`config.mk`:
```
export PLATFORM = sky130hd
export DESIGN_NAME = dmem_access_unit
export DESIGN_NICKNAME = d
export VERILOG_FILES = /design/src/rtl/dmem_access_unit.sv
export SDC_FILE = /design/constraint.sdc
export NUM_CORES = 2
export LEC_CHECK = 0
export CAP_MARGIN = 25
export CORE_MARGIN = 5
export CORE_UTILIZATION = 68
export DETAILED_ROUTE_END_ITERATION = 12
export PLACE_DENSITY_LB_ADDON = 0.05
export SLEW_MARGIN = 20
export SYNTH_ARGS = -nofsm -noshare
export SYNTH_HDL_FRONTEND = slang
export SYNTH_SLANG_ARGS = --single-unit
```
`constraint.sdc`:
```
create_clock -name clk -period 6.78 [get_ports clk]
set_input_delay 1.017 -clock clk [delete_from_list [all_inputs] [get_ports clk]]
set_output_delay 1.017 -clock clk [all_outputs]
set_load 0.02 [all_outputs]
```
`src/rtl/dmem_access_unit.sv`:
```
// Data-memory access stage feeding the DR data register.
// Single-word READ/WRITE commands complete a fixed MEM_LAT cycles after acceptance.
// Commands arriving while an access is in flight (or both strobes at once) are
// rejected with a one-cycle err pulse.
module dmem_access_unit #(
  parameter int ADDR_W  = 8,
  parameter int DATA_W  = 16,
  parameter int MEM_LAT = 2
) (
  input  logic              clk,
  input  logic              rst,
  input  logic              start_rd,
  input  logic              start_wr,
  input  logic [ADDR_W-1:0] addr,
  input  logic [DATA_W-1:0] wdata,
  output logic [DATA_W-1:0] rdata,
  output logic              bus_en,
  output logic              busy,
  output logic              done,
  output logic              err
);

  localparam int DEPTH = 2 ** ADDR_W;
  // Counter preload: the completing edge is the one where the counter reads zero.
  localparam logic [3:0] CNT_INIT = 4'(MEM_LAT - 1);

  typedef enum logic [0:0] {
    ST_IDLE = 1'b0,
    ST_WAIT = 1'b1
  } state_e;

  state_e              state_q;
  logic [3:0]          cnt_q;
  logic [ADDR_W-1:0]   addr_q;
  logic [DATA_W-1:0]   wdata_q;
  logic                op_rd_q;
  logic [DATA_W-1:0]   rdata_q;
  logic                bus_en_q;
  logic                busy_q;
  logic                done_q;
  logic                err_q;

  logic [DATA_W-1:0]   mem_q [DEPTH];

  logic                req_any_s;
  logic                req_one_s;
  logic                req_both_s;
  logic                complete_s;
  logic                mem_we_d;

  assign req_any_s  = start_rd | start_wr;
  assign req_one_s  = start_rd ^ start_wr;
  assign req_both_s = start_rd & start_wr;

  // Decode the completing edge and the RAM write strobe; no write while reset is held.
  always_comb begin
    complete_s = 1'b0;
    mem_we_d   = 1'b0;
    if ((state_q == ST_WAIT) && (cnt_q == 4'd0)) begin
      complete_s = 1'b1;
      mem_we_d   = ~op_rd_q & ~rst;
    end else begin
      complete_s = 1'b0;
      mem_we_d   = 1'b0;
    end
  end

  // Word RAM: contents survive reset; written only on the completing edge of a write.
  always_ff @(posedge clk) begin
    if (mem_we_d) begin
      mem_q[addr_q] <= wdata_q;
    end
  end

  // Command FSM with registered status outputs and captured command operands.
  always_ff @(posedge clk or posedge rst) begin
    if (rst) begin
      state_q  <= ST_IDLE;
      cnt_q    <= 4'd0;
      addr_q   <= '0;
      wdata_q  <= '0;
      op_rd_q  <= 1'b0;
      rdata_q  <= '0;
      bus_en_q <= 1'b0;
      busy_q   <= 1'b0;
      done_q   <= 1'b0;
      err_q    <= 1'b0;
    end else begin
      done_q <= 1'b0;
      err_q  <= 1'b0;
      case (state_q)
        ST_IDLE: begin
          if (req_one_s) begin
            addr_q   <= addr;
            wdata_q  <= wdata;
            op_rd_q  <= start_rd;
            cnt_q    <= CNT_INIT;
            state_q  <= ST_WAIT;
            busy_q   <= 1'b1;
            // A new command ends the previous read's bus drive window.
            bus_en_q <= 1'b0;
          end else if (req_both_s) begin
            err_q <= 1'b1;
          end else begin
            err_q <= 1'b0;
          end
        end
        ST_WAIT: begin
          // Any request seen while busy is dropped, including on the completing edge.
          err_q <= req_any_s;
          if (complete_s) begin
            if (op_rd_q) begin
              rdata_q  <= mem_q[addr_q];
              bus_en_q <= 1'b1;
            end else begin
              bus_en_q <= 1'b0;
            end
            busy_q  <= 1'b0;
            done_q  <= 1'b1;
            state_q <= ST_IDLE;
          end else begin
            cnt_q <= cnt_q - 4'd1;
          end
        end
        default: begin
          state_q <= ST_IDLE;
          busy_q  <= 1'b0;
        end
      endcase
    end
  end

  assign rdata  = rdata_q;
  assign bus_en = bus_en_q;
  assign busy   = busy_q;
  assign done   = done_q;
  assign err    = err_q;

endmodule
```
==> results.sh <==
export IMPL_yosysTopAreaCell="edfxtp_1"
export IMPL_first_pass_iters=8
export IMPL_tightest_slew_ps=1464
export IMPL_layout_min_cycle_time_ps=5113
export IMPL_max_slew_margin=0.02376
export IMPL_wl_per_cell_um=37.50
export IMPL_fin_hold_ws_ps=423.3
export IMPL_fin_setup_tns_ps=0
export IMPL_r2r_start="addr_q[0]"
export IMPL_cts_tree="done"
export IMPL_grt_use_total=0.3511
export IMPL_grt_ovfl_total=0
export IMPL_async_flop_share=0.01206
export IMPL_cts_buffer_depth=4
export IMPL_reg2reg_depth=7
export IMPL_cts_resized=0
export IMPL_status="finished clean"
export IMPL_cpPeakStageDelay_ps=1100
export IMPL_drive_above_1_share=0.2560
export IMPL_grt_pass1_vias=79889
export IMPL_end_kind="flip-flop"
export IMPL_crit_required_ps=7560
export IMPL_leakagePower_nw=56.78
export IMPL_routed_via_density=7.208
export IMPL_synth_most_common_cell="edfxtp_1"
export IMPL_place_congestion=0.8940
export IMPL_clk_pin_slew_ps=60
export IMPL_holdBufCountCts=0
export IMPL_antenna_found_initial=31
export IMPL_syn_nets=7391
export IMPL_worstReg2RegEnd="rdata[6]"
export IMPL_placed_area_mm2=0.1655
export IMPL_die_width_um=494.6
export IMPL_synth_seq_area_share=0.7781
export IMPL_synth_seq_cells=4146
export IMPL_synth_edf_count=4096
export IMPL_final_core_util=0.7665
export IMPL_die_area_mm2=0.2446
export IMPL_synthCells=7360
export IMPL_grt_pass1_wl_um=602600
export IMPL_port_buffers=47
export IMPL_fin_nets=7848
export IMPL_syn_area_per_cell_um2=21.70
export IMPL_fmax_mhz=195.6
export IMPL_die_h_um=494.6
export IMPL_setup_viol=0
export IMPL_cts_root_buffer="clkbuf_16"
export IMPL_cp_common_cell="a21oi_1"
export IMPL_maxCapViolations=0
export IMPL_route_detailed_drc=0
export IMPL_critical_path_slowest_cell="dfrtp_4"
export IMPL_drtIter0Drc=13228
export IMPL_ys_flop_type="edfxtp_1"
export IMPL_synth_distinct_cells=60
export IMPL_synth_top_area_frac=0.7703
export IMPL_cts_htree_levels=5
export IMPL_critPathKind="flip-flop to flip-flop"
export IMPL_worstPathMaxFanout=78
export IMPL_ant_nets=0
export IMPL_clock_latency_ps=970
export IMPL_arrival_ps=5890
export IMPL_initial_utilization=0.6848
export IMPL_post_cts_setup_buffer_count=0
export IMPL_power_density_mw_per_mm2=432.9
export IMPL_min_path_type="primary input to async pin"
export IMPL_drv_slew=0
export IMPL_grt_max_degree=197
export IMPL_wirelength_um=422600
export IMPL_ys_warn_count=0
export IMPL_cts_sinks=4146
export IMPL_io_pins=48
export IMPL_hpwl_um=247500
export IMPL_irDropWorstVdd_v=0.0004307
export IMPL_start_kind="flip-flop"
export IMPL_p_total_mw=77.38
export IMPL_dr_total_vias=81235
export IMPL_area_delta_synth_final_pct=11.94
export IMPL_rsz0062_at_grt="false"
export IMPL_hold_violations=0
export IMPL_ys_top_cells_by_count="edfxtp_1 (4096), mux4_2 (969), nand2_1 (419)"
export IMPL_clock_skew_ps=42.07
export IMPL_r2r_setup_slack_ps=1670
export IMPL_synthTopCellsByArea="edfxtp_1 (77%), mux4_2 (14%), mux2i_1 (2.0%), nand2_1 (0.98%), dfrtp_1 (0.78%)"
export IMPL_period_share=0.7542
export IMPL_coreArea_mm2=0.2332
export IMPL_crit_chain="buf_12 > mux4_2 > mux2_2 > a21oi_1 > o211ai_1 > nor3_1 > a21oi_1"
export IMPL_finalInstanceArea_mm2=0.1787
export IMPL_rows=177
export IMPL_numCtsBuffers=411
export IMPL_netlist_area_mm2=0.1597
[per-layer routing]
metal | global-route usage | part of all wire | vias up
met3 | 0.09012 | 0.13 | 1013
met4 | 0.1440 | 0.050 | 32
li1 | - | - | 31653
met2 | 0.5209 | 0.46 | 6062
met1 | 0.5142 | 0.35 | 42475
met5 | 0 | 0.00052 | -
[cells by family after synthesis]
| family | synth area share |
|---|---|
| DFF | 0.7781 |
| muxes | 0.1598 |
| and+or+nand+nor | 0.02282 |
| adders and majority gates | 0.0002351 |
| buffers and inverters | 0.01544 |
| xor gates and xnor gates | 0.00005486 |
| AOI/OAI and AO/OA | 0.02353 |
[through the flow]
stage / cells / setup slack, ps
6_report: 11270 / 1667
5_1_grt: 11263 / 1452
4_1_cts: 11250 / 1773
3_5_place_dp: 10524 / 1800
3_3_place_gp: 10517 / 1599
2_1_floorplan: 7360 / 2793
[worst max-delay path, delay by kind of cell (launching register included)]
family / cells / cell delay, ps
buffers and inverters: 1 / 550
DFF: 1 / 1100
muxes: 2 / 870
AOI/OAI and AO/OA: 3 / 1260
and+or+nand+nor: 1 / 960
[how the worst max path moves through the flow]
stage                           from          end  slack [ps]  cells after the start
after global placement     addr_q[0]    rdata[15]        1600                      9
after CTS                  addr_q[0]     rdata[6]        1770                      7
after detailed placement   addr_q[0]     rdata[6]        1800                      7
after floorplan           wdata_q[0]  mem_q[0][0]        2790                      0
final                      addr_q[0]     rdata[6]        1670                      7
after global routing       addr_q[1]     rdata[6]        1450                      9
[power by group]
group / internal (mW) / switching (mW)
logic: 7.49 / 14.3
clock network: 13.0 / 9.23
registers: 31.9 / 1.46
total: 52.4 / 25.0
[sequential cells by signal, indices dropped and copies added (netlist names)]
register and flops:
rdata 16, busy 1, state_q 1, bus_en 1, op_rd_q 1, mem_q 4096
done 1, addr_q 8, err 1, wdata_q 16, cnt_q 4
[placed cells by master (no fill, tap or decap), drive strengths merged, types with 66 or more instances in the layout]
cell type / Yosys / final
mux2i: 319 / 319
edfxtp: 4096 / 4096
mux4: 969 / 969
clkbuf: 124 / 503
a21oi: 111 / 111
o21ai: 89 / 89
clkinv: 2 / 159
nor2: 312 / 312
a32oi: 102 / 102
a22oi: 66 / 66
buf: 308 / 428
nand2: 419 / 419
[final cells by class]
cell class | count | area [um^2]
flip-flops and latches | 4146 | 124300
repair buffers | 476 | 4187
clock inverters | 224 | 2250
multi-input cells | 2769 | 33200
inverters | 13 | 68.82
clock buffers | 502 | 10770
well taps | 3132 | 3919
fillers | 12128 | 54450
diodes | 8 | 20.02
No activity file was read; power rests on OpenSTA's default activity.
